$ cat config.mk
export PLATFORM = sky130hd
export DESIGN_NAME = usb_rx_bit_timer
export DESIGN_NICKNAME = d
export VERILOG_FILES = /design/src/rtl/usb_rx_bit_timer.sv
export SDC_FILE = /design/constraint.sdc
export NUM_CORES = 1
export LEC_CHECK = 0
export ABC_CLOCK_PERIOD_IN_PS = 2900
export CORE_AREA = 2 2 39 41
export CTS_CLUSTER_DIAMETER = 60
export DETAILED_ROUTE_END_ITERATION = 12
export DIE_AREA = 0 0 41 43
export GPL_TIMING_DRIVEN = 0
export PLACE_DENSITY = 0.72
export RECOVER_POWER = 100
export SLEW_MARGIN = 20
export SYNTH_ARGS = -nofsm -noshare
export SYNTH_HDL_FRONTEND = slang
export SYNTH_SLANG_ARGS = --single-unit
$ cat constraint.sdc
create_clock -name clk -period 2.9 [get_ports clk]
set_clock_uncertainty 0.15 [all_clocks]
set_input_delay 0.58 -clock clk [delete_from_list [all_inputs] [get_ports clk]]
set_output_delay 0.58 -clock clk [all_outputs]
set_load 0.01 [all_outputs]
$ cat src/rtl/usb_rx_bit_timer.sv
// rtl/usb_rx_bit_timer.sv - USB RX bit timing recovery, NRZI decode and bit de-stuffing
//
// Re-phases a per-bit clock counter on every D+ transition, strobes the line
// mid-bit, NRZI-decodes the sample, drops stuffed bits and counts bits into bytes.
//
// Ports:
//   clk           in   system clock, rising edge
//   rst           in   synchronous active-high reset
//   enable        in   receive window; low clears all state
//   d_edge        in   one-cycle pulse on any D+ transition
//   d_line        in   synchronized D+ level, aligned with d_edge
//   shift_enable  out  combinational mid-bit sample strobe
//   bit_valid     out  pulse: rcv_bit holds a decoded data bit
//   rcv_bit       out  decoded bit, held between bit_valid pulses
//   byte_received out  pulse with the 8th bit_valid of a byte
//   stuff_err     out  pulse: stuff-bit position decoded as 1
module usb_rx_bit_timer #(
    parameter int CLKS_PER_BIT = 8,
    parameter int SAMPLE_PHASE = 4,
    parameter int STUFF_RUN    = 6
) (
    input  logic clk,
    input  logic rst,
    input  logic enable,
    input  logic d_edge,
    input  logic d_line,
    output logic shift_enable,
    output logic bit_valid,
    output logic rcv_bit,
    output logic byte_received,
    output logic stuff_err
);

    localparam int CW = (CLKS_PER_BIT > 1) ? $clog2(CLKS_PER_BIT) : 1;
    localparam int OW = $clog2(STUFF_RUN + 1);

    logic [CW-1:0] clk_cnt;
    logic [2:0]    bit_cnt;
    logic [OW-1:0] ones_cnt;
    logic          prev_sample;
    logic          sample_dec;

    // An edge landing on the sample phase re-phases the counter, so that
    // strobe would sit on the transition and is suppressed.
    assign shift_enable = enable & (clk_cnt == CW'(SAMPLE_PHASE)) & ~d_edge;

    // NRZI: no change from the previous sample decodes as 1.
    assign sample_dec = ~(d_line ^ prev_sample);

    always_ff @(posedge clk) begin
        if (rst || !enable) begin
            clk_cnt       <= '0;
            bit_cnt       <= '0;
            ones_cnt      <= '0;
            prev_sample   <= 1'b1;
            bit_valid     <= 1'b0;
            rcv_bit       <= 1'b0;
            byte_received <= 1'b0;
            stuff_err     <= 1'b0;
        end else begin
            // The edge cycle counts as phase 0, so the next cycle is phase 1.
            if (d_edge) begin
                clk_cnt <= CW'(1);
            end else if (clk_cnt == CW'(CLKS_PER_BIT - 1)) begin
                clk_cnt <= '0;
            end else begin
                clk_cnt <= clk_cnt + 1'b1;
            end

            bit_valid     <= 1'b0;
            byte_received <= 1'b0;
            stuff_err     <= 1'b0;

            if (shift_enable) begin
                prev_sample <= d_line;
                if (ones_cnt == OW'(STUFF_RUN)) begin
                    // Stuff position: must decode as 0; never reaches the byte.
                    ones_cnt  <= '0;
                    stuff_err <= sample_dec;
                end else begin
                    bit_valid     <= 1'b1;
                    rcv_bit       <= sample_dec;
                    ones_cnt      <= sample_dec ? ones_cnt + 1'b1 : '0;
                    bit_cnt       <= (bit_cnt == 3'd7) ? 3'd0 : bit_cnt + 3'd1;
                    byte_received <= (bit_cnt == 3'd7);
                end
            end
        end
    end

endmodule
==> results.toml <==
[logic_synthesis]
yosys_warnings = 0
synth_area_leaders = "dfxtp_1, ha_1, a21oi_1"
netlist_instances = 66
synth-async-reset-ratio = 0
netlist.area_leader.share = 0.4444
ys.flop_type = "dfxtp_1"
yosysTopAreaCell = "dfxtp_1"
syn_avg_cell_area_sq_um = 9.555
ys_ff_latch = 14
synth_area_sq_um = 630.6
seq_area_frac_synth = 0.4444
yosys.cell_types.count = 23
synth_edf_count = 0
syn_nets = 78

[floorplan]
start_util = 0.4557
dieArea_sq_mm = 0.001763
core_sq_mm = 0.001384
num_rows = 14
ioPinCount = 10
fp.dieH_um = 43
die_w_um = 41

[final_layout]
antenna_cells = 0
multiInputGateArea_sq_um = 324.1
nets = 92
fill_cells = 135
seq_area_sq_um = 280.3
drive_above_1_share = 0.08861
area_delta_synth_final_pct = 23.41

[min_path]
hp-class = "reg -> reg"

[pwr]
leakage_nw = 0.3158
p_sw_mw = 0.07118
p_comb_frac = 0.047
clockPowerShare = 0.397
swShare = 0.2042
p_int_mw = 0.2774
pwr_density_cell_mw_per_mm2 = 447.9
totalPowerFinal_mw = 0.3485
p_seq_frac = 0.556
irDropWorstVdd_uv = 222.4

[place]
portBuffers = 9
dp_hpwl_um = 790.5
routabilityCongestion = 0.7546

[sta]
max-slew-margin-rel = 0.6591
worst_pin_slew_ns = 0.5076
final_max_slew_viol_count = 0
fin_tns_setup_ns = 0
period_share = 0.9713
rsz0062_at_grt = "false"
fin_crit_ns = 2.817
fmax_mhz = 355.0
hold_viol = 0
setup_viol = 0

[global_route]
antenna_found_initial = 0
grt.total_usage = 0.1534
grt_pass1_vias = 459
overflow = 0
grt_pass1_wl_um = 1876
grt_max_degree = 11

[worst_setup_path]
worstSetupPathType = "in -> out"
crit_fanout = 10
reg2reg_to = "bit_cnt[0]$_SDFFE_PP0P_"
endpoint = "shift_enable"
critPathRequiredTime_ns = 2.17
reg2reg_depth = 5
reg2reg_from = "ones_cnt[0]$_SDFFE_PP0N_"
crit_start = "d_edge"
rrSetupSlack_ns = 1.23
setup.worst_path.start_class = "input port"
worstSetupEndpointType = "output pin"
cp.arrival_ns = 2.09

[run]
drv_cap = 0

[clock_network]
cts_resized = 1
post_cts_buffers = 0
clock_latency_ns = 0.27
htree_levels = 1
ctsHoldBuffers = 0
ctsLongestPathBuffers = 2
cts_buffers = 3
cts.sinks = 14
clk_pin_slew_worst_paths_ns = 0.09
cts_root_buffer = "clkbuf_4"
cts_tree = "built"

[outcome]
status = "finished, final reports clean"

[detailed_routing]
dr.pass1.iters = 4
drc = 0
route.detailed.wl_per_inst_um = 11.51
drt-total-wl_um = 1093
drtIter0Drc = 12
vias = 498
via_per_inst = 5.242
ant_nets = 0
[cell type report]
cell class | instances | share of cell area
Multi-Input combinational cell | 46 | 0.4164
Sequential cell | 14 | 0.3601
Timing Repair Buffer | 9 | 0.1158
Clock buffer | 4 | 0.04662
Tap cell | 16 | 0.02572
Inverter | 4 | 0.02090
Buffer | 2 | 0.01447
[cell families (layout without fill, tap and decap cells)]
| kind of cell | after synthesis | count (layout) | share of synthesized area |
|---|---|---|---|
| DFF | 14 | 14 | 0.4444 |
| AOI/OAI and AO/OA | 12 | 12 | 0.09921 |
| buffers and inverters | 6 | 19 | 0.04166 |
| adders and majority gates | 7 | 7 | 0.1389 |
| xor gates and xnor gates | 1 | 1 | 0.01389 |
| and+or+nand+nor | 26 | 26 | 0.2619 |
[placed cells by master (no fill, tap or decap), types with 3 or more instances in the layout]
cell type / n
o21ai_0: 4
nand3_1: 3
clkbuf_4: 3
dfxtp_1: 14
inv_1: 3
clkdlybuf4s50_1: 3
dlygate4sd3_1: 6
nor2_1: 3
a21oi_1: 7
ha_1: 7
nand2_1: 6
[power by group through the flow]
| stage | combinational [mW] | clock [mW] | sequential, mW |
|---|---|---|---|
| after floorplan | 0.00776 | 0 | 0.198 |
| after global placement | 0.0165 | 0 | 0.198 |
| after detailed placement | 0.0167 | 0 | 0.198 |
| after CTS | 0.0168 | 0.142 | 0.194 |
| after global routing | 0.0177 | 0.153 | 0.194 |
| final | 0.0162 | 0.138 | 0.194 |
[per-layer routing]
layer | share of wire | up-vias | global-route usage
met3 | 0.019 | 0 | 0.03141
met4 | 0 | 0 | 0.08000
met2 | 0.49 | 7 | 0.2281
met1 | 0.49 | 230 | 0.1993
li1 | - | 261 | -
met5 | 0 | - | 0
[worst min path at each step]
stage                              from                  endpoint  depth (start not counted)
2_1_floorplan  ones_cnt[1]$_SDFFE_PP0N_  ones_cnt[1]$_SDFFE_PP0N_                          2
3_3_place_gp   ones_cnt[1]$_SDFFE_PP0N_  ones_cnt[1]$_SDFFE_PP0N_                          2
3_5_place_dp    bit_cnt[2]$_SDFFE_PP0P_   bit_cnt[2]$_SDFFE_PP0P_                          2
4_1_cts         bit_cnt[2]$_SDFFE_PP0P_   bit_cnt[2]$_SDFFE_PP0P_                          2
5_1_grt         bit_cnt[2]$_SDFFE_PP0P_   bit_cnt[2]$_SDFFE_PP0P_                          2
6_report           rcv_bit$_SDFFE_PP0P_      rcv_bit$_SDFFE_PP0P_                          2
[worst max-delay path, cell delays in order]
cell,delay [ns]
clkdlybuf4s50_1,0.53
nand4b_4,0.16
buf_4,0.17
clkinv_2,0.14
clkdlybuf4s50_1,0.51
[per-stage QoR]
stage               std cells  utilization  hold slack, ns  instance area [sq um]  setup slack [ns]
detailed placement         91       0.5353          0.3261                  740.7          -0.04097
floorplan                  66            -          0.3023                  630.6             1.137
finish                     95       0.5624          0.3329                  778.2           0.08326
global placement           91       0.5353          0.3149                  740.7          -0.03674
CTS                        95       0.5624          0.3388                  778.2           0.08455
global route               95       0.5624          0.3602                  778.2           0.01084
[registers in the layout, summed over array words and instances, names as in the netlist]
signal         count
bit_cnt            3
clk_cnt            3
ones_cnt           3
bit_valid          1
byte_received      1
prev_sample        1
rcv_bit            1
stuff_err          1
[cells in the mapped netlist (all sizes together) (2+ instances only)]
library cell  number
and2               2
ha                 7
nor4b              2
dfxtp             14
nand3              3
inv                3
a21oi              7
nand4b             3
nor2               3
o21ai              4
nor3               2
nand2              6
(Power assumes the default switching activity.)
==> patch 1 (config.mk and constraints unchanged) <==
Register the output `bit_valid` once more; this adds one clock of latency there. The other outputs are not delayed to match.
--- a/src/rtl/usb_rx_bit_timer.sv
+++ b/src/rtl/usb_rx_bit_timer.sv
@@ -36,2 +36,4 @@
 
+    logic bit_valid_s0;
+
     logic [CW-1:0] clk_cnt;
@@ -55,3 +57,3 @@
             prev_sample   <= 1'b1;
-            bit_valid     <= 1'b0;
+            bit_valid_s0  <= 1'b0;
             rcv_bit       <= 1'b0;
@@ -69,3 +71,3 @@
 
-            bit_valid     <= 1'b0;
+            bit_valid_s0  <= 1'b0;
             byte_received <= 1'b0;
@@ -80,3 +82,3 @@
                 end else begin
-                    bit_valid     <= 1'b1;
+                    bit_valid_s0  <= 1'b1;
                     rcv_bit       <= sample_dec;
@@ -90,2 +92,6 @@
 
+    always_ff @(posedge clk) begin
+        bit_valid <= bit_valid_s0;
+    end
+
 endmodule
Formal check against the unedited RTL: not equivalent (a bounded check fails within 10 cycles, from zero or initial values).
==> patch 1 against the original RTL <==
Core utilization increased by 0.81 points. Count of clock-buffer cells in the layout shrank 1. Global-route usage increased by 1.1 points. Critical endpoint unchanged. Total power is 1.6% lower. Sequential share of layout area is 2.0 points higher. Area after synthesis increased by 3.2%. Sequential power rose by 7%. Sequential cell count is 1 higher. Wire length is 2.0% higher. Cell area increased by 1.4%. Hold slack worse by 0.15 ns. Setup slack gained 0.012 ns. Clock power decreased by 14%.
==> patch 1: results (changes against the original RTL) <==
- Status: complete, no violations (unchanged)
- Worst Path Arrival: 2.07 ns (was 2.09 ns)
- Worst skew pair latency: 0.29 ns (was 0.27 ns)
- First-pass GRT wire length: 1880 um (about the same)
- DRT iter0 DRCs: 5 (was 12)
- H-tree depth: 1 (unchanged)
- Synth Flop Type: dfxtp_1 (unchanged)
- Layout Nets: 93 (was 92)
- R2r setup slk: 1.26 ns (was 1.23 ns)
- Most frequent cells after synthesis: dfxtp_1 (15), a21oi_1 (7), ha_1 (7) (was dfxtp_1 (14), a21oi_1 (7), ha_1 (7))
- Leakage power: 0.320 nW (was 0.316 nW)
- Largest net degree at the start of global routing: 11 (unchanged)
- Layout cells sized above 1: 8.75% (was 8.86%)
- Pins Over Slew Limit: 0 (unchanged)
- Yosys warns: 0 (unchanged)
- Port bufs: 9 (unchanged)
- Initial DRT Pass Iterations: 6 (was 4)
- Vias in the first global route: 447 (was 459)
- Initial antenna violation count: 0 (unchanged)
- CTS root buf: clkbuf_4 (unchanged)
- HPWL Detailed: 795 um (was 791 um)
- Setup repair bufs after CTS: 0 (unchanged)
- Sequential fraction of the synthesis area: 46.2% (was 44.4%)
- Clock slew seen by the registers of the worst setup and hold paths: 0.08 ns
- Synth top area cells: dfxtp_1 (46%), ha_1 (13%), a21oi_1 (5.4%) (was dfxtp_1 (44%), ha_1 (14%), a21oi_1 (5.6%))
- Hold Path Sink: bit_valid$_DFF_P_ (was rcv_bit$_SDFFE_PP0P_)
- Wire length per cell: 11.6 um (was 11.5 um)
- Worst hold path class: flip-flop to flip-flop (unchanged)
- R2R Path Start: ones_cnt[0]$_SDFFE_PP0N_ (unchanged)
- Worst-case reg-to-reg path depth: 5 (unchanged)
- Ant. Diodes: 0 (unchanged)
- Gpl congestion: 0.681 (was 0.755)
- Worst hold start: bit_valid_s0$_SDFF_PP0_ (was rcv_bit$_SDFFE_PP0P_)
- Slew headroom: 66.7% (was 65.9%)
- Longest Clk Path Bufs: 2 (unchanged)
- Synth Net Count: 79 (was 78)
- Total GRT Usage: 16.4% (was 15.3%)
- Reg2Reg Capture Point: bit_cnt[0]$_SDFFE_PP0P_ (unchanged)
- Setup crit end: shift_enable (unchanged)
- WHS Path Cells: 0 (was 2)
- Via count: 502 (was 498)
- Critical Path Fanout Max: 10 (unchanged)
- Worst IR Drop VDD: 0.000279 V (was 0.000222 V)
- Critical-path top delay cell: clkdlybuf4s50_1 (unchanged)
- CTS buffer count: 3 (unchanged)
- Netlist cell types: 23 (unchanged)
==> patch 1: cell types whose count changed in the layout (fill, tap and decap cells not counted), sizes merged <==
cell           change
clkinv             +1
clkbuf             -1
dfxtp              +1
dlygate4sd3        -1
clkdlybuf4s50      +1
==> patch 1: final cells by class <==
cell class	instances	area, um^2
Inverter	4	16.3
Clock buffer	3	22.5
Tap cell	16	20.0
Buffer	2	11.3
Fill cell	118	594
Timing Repair Buffer	9	90.1
Multi-Input combinational cell	46	324
Clock inverter	1	5.00
Sequential cell	15	300
==> patch 1: cells by family after synthesis <==
group	Yosys count	share of synthesized area [%]
simple gates	26	25.4
flops	15	46.2
compound gates	12	9.62
fa+ha+maj	7	13.5
buf+inv	6	4.04
xor+xnor	1	1.35
==> patch 1: repair_timing <==
action	in CTS	in global routing
endpoints found under the setup margin	1	0
gates resized for setup	1	0
hold endpoints to repair	0	0
==> patch 1: through the flow <==
step	area, um^2	util [%]	instances	setup slack, ns	hold slack (ns)
4_1_cts	790	57.1	96	0.0894	0.189
3_3_place_gp	761	55.0	92	-0.0259	0.162
6_report	790	57.1	96	0.0957	0.184
5_1_grt	790	57.1	96	0.0320	0.205
2_1_floorplan	651	-	67	1.14	0.160
3_5_place_dp	761	55.0	92	-0.0292	0.164
==> patch 1: power by group <==
group	internal [W]	leakage (nW)	switching, W	total [W]
clock	0.0000513	0.0177	0.0000678	0.000119
combinational	0.00000823	0.181	0.00000788	0.0000161
sequential	0.000207	0.121	0.000000755	0.000208
total	0.000266	0.320	0.0000764	0.000343
==> patch 1: per-layer routing <==
layer / routed length (um) / share of wire, % / GRT usage [%]
met1: 546 / 49 / 19.1
met5: 0 / 0 / 0
met4: 17 / 1.5 / 8.00
met2: 502 / 45 / 23.1
met3: 48 / 4.3 / 9.42
==> patch 2 (same settings) <==
Made on the original files. Change the parameter `STUFF_RUN` from 6 to 8.
--- a/src/rtl/usb_rx_bit_timer.sv
+++ b/src/rtl/usb_rx_bit_timer.sv
@@ -19,3 +19,3 @@
     parameter int SAMPLE_PHASE = 4,
-    parameter int STUFF_RUN    = 6
+    parameter int STUFF_RUN    = 8
 ) (
Formal check against the unedited RTL: no difference found for any inputs over 10 cycles, from zero or initial values; that may be too few to reach the edited logic, so the function may still have changed.
==> patch 2 against the original RTL <==
Register-to-register slack about the same. Total power down 1.4%. Cell area up 7.2%. Setup slack better by 0.0034 ns. Largest cell class unchanged. Wire length up 22%. Die area unchanged. Sequential share of layout area about the same. Area after synthesis up 11%. Combinational power up 8%. Sequential cell count up 1.
==> patch 2: results (changes against the original RTL) <==
- CTS buffer count: 3 (unchanged)
- Sequential fraction of the synthesis area: 43.0% (was 44.4%)
- Layout Nets: 102 (was 92)
- Layout cells sized above 1: 7.87% (was 8.86%)
- First-pass GRT wire length: 2300 um (was 1880 um)
- PostCTS Resize Cnt: 0 (was 1)
- Most frequent cells after synthesis: dfxtp_1 (15), a21oi_1 (7), ha_1 (7), nand2_1 (7), nand3_1 (6) (was dfxtp_1 (14), a21oi_1 (7), ha_1 (7))
- Netlist cell types: 25 (was 23)
- Synth Net Count: 88 (was 78)
- Final WL: 1330 um (was 1090 um)
- Synth top area cells: dfxtp_1 (43%), ha_1 (13%), a21oi_1 (5.0%) (was dfxtp_1 (44%), ha_1 (14%), a21oi_1 (5.6%))
- Worst hold start: bit_cnt[2]$_SDFFE_PP0P_ (was rcv_bit$_SDFFE_PP0P_)
- Via density: 5.59 (was 5.24)
- Largest net degree at the start of global routing: 11 (unchanged)
- CTS tree: done (unchanged)
- HPWL Detailed: 980 um (was 791 um)
- Post-Place Worst Slack: 0.102 ns (was -0.0410 ns)
- Crit. Startpoint: enable (was d_edge)
- Critical-path top delay cell: dlygate4sd3_1 (was clkdlybuf4s50_1)
- H-tree depth: 1 (unchanged)
- Worst skew pair latency: 0.28 ns
- Slew @ Worst Pin: 0.541 ns (was 0.508 ns)
- Worst IR Drop VDD: 0.000263 V (was 0.000222 V)
- Setup repair bufs after CTS: 0 (unchanged)
- Status: complete, no violations (unchanged)
- DRT iter0 DRCs: 2 (was 12)
- Placed instance area: 808 um^2 (was 741 um^2)
- Yosys warns: 0 (unchanged)
- Cell Int Power: 0.000269 W (was 0.000277 W)
- Clock slew seen by the registers of the worst setup and hold paths: 0.08 ns
- Largest registers: ones_cnt: 4 flops, bit_cnt: 3 flops, clk_cnt: 3 flops (was bit_cnt: 3 flops, clk_cnt: 3 flops, ones_cnt: 3 flops)
- Worst hold path class: flip-flop to flip-flop (unchanged)
- Initial DRT Pass Iterations: 2 (was 4)
- Port bufs: 9 (unchanged)
- Initial antenna violation count: 0 (unchanged)
- Area occupied by multi-input gates: 367 um^2 (was 324 um^2)
- Vias in the first global route: 547 (was 459)
- Critical path's largest stage delay: 0.60 ns (was 0.53 ns)
- R2R Path Start: ones_cnt[0]$_SDFFE_PP0N_ (unchanged)
- Worst Path Arrival: 2.08 ns
- Total GRT Usage: 19.4% (was 15.3%)
- Gpl congestion: 0.731 (was 0.755)
- Ant. Diodes: 0 (unchanged)
- Fillers: 133 (was 135)
- Leakage power: 0.335 nW (was 0.316 nW)
- Critical Path Fanout Max: 9 (was 10)
patch 2: changes by cell type after synthesis, sizes merged, moves of 2 or more:
cell	change
nand4b	-2
inv	+2
nand4	+2
nand3	+3
patch 2: kinds of logic after synthesis:
family / after synthesis / synth area share, %
and+or+nand+nor: 32 / 29.0
buffers and inverters: 8 / 4.48
xor gates and xnor gates: 1 / 1.25
adders and majority gates: 7 / 12.5
DFF: 15 / 43.0
AOI/OAI and AO/OA: 13 / 9.68
patch 2: path summary, 6_finish.rpt:
path                                   to  slack (ns)  cells after the start
setup / recovery             shift_enable        0.09                      4
hold / removal    bit_cnt[2]$_SDFFE_PP0P_        0.33                      2
setup reg to reg  bit_cnt[0]$_SDFFE_PP0P_        1.23                      5
hold reg to reg   bit_cnt[2]$_SDFFE_PP0P_        0.33                      2
patch 2: area by class of cell:
type,count,area share (%)
clock buffers,4,3.15
inverters,6,2.70
well taps,16,2.40
repair buffers,9,10.8
multi-input cells,53,43.9
plain buffers,2,1.05
flip-flops and latches,15,36.0
patch 2: tightest hold or removal path, cell delays in order (launching register included):
cell and delay (ns):
dfxtp_1 0.32, o21ai_0 0.07, a21oi_1 0.06
patch 2: per-layer routing:
layer / vias to the layer above / part of all wire [%] / track usage (%)
li1: 295 / - / -
met1: 280 / 47 / 24.8
met2: 7 / 49 / 29.1
met3: 5 / 1.9 / 3.14
met4: 0 / 2.8 / 12.0
met5: - / 0 / 0
patch 2: power by group through the flow:
| stage | Clock, W | Sequential (W) | Combinational (W) |
|---|---|---|---|
| after floorplan | 0 | 0.000212 | 0.00000854 |
| after global placement | 0 | 0.000212 | 0.0000175 |
| after detailed placement | 0 | 0.000213 | 0.0000179 |
| after CTS | 0.000121 | 0.000208 | 0.0000179 |
| after global routing | 0.000128 | 0.000208 | 0.0000197 |
| final | 0.000118 | 0.000208 | 0.0000175 |
patch 2: through the flow:
stage / power [W] / cells
6_report: 0.000344 / 105
5_1_grt: 0.000355 / 105
4_1_cts: 0.000347 / 105
3_5_place_dp: 0.000230 / 101
3_3_place_gp: 0.000230 / 101
2_1_floorplan: 0.000221 / 76
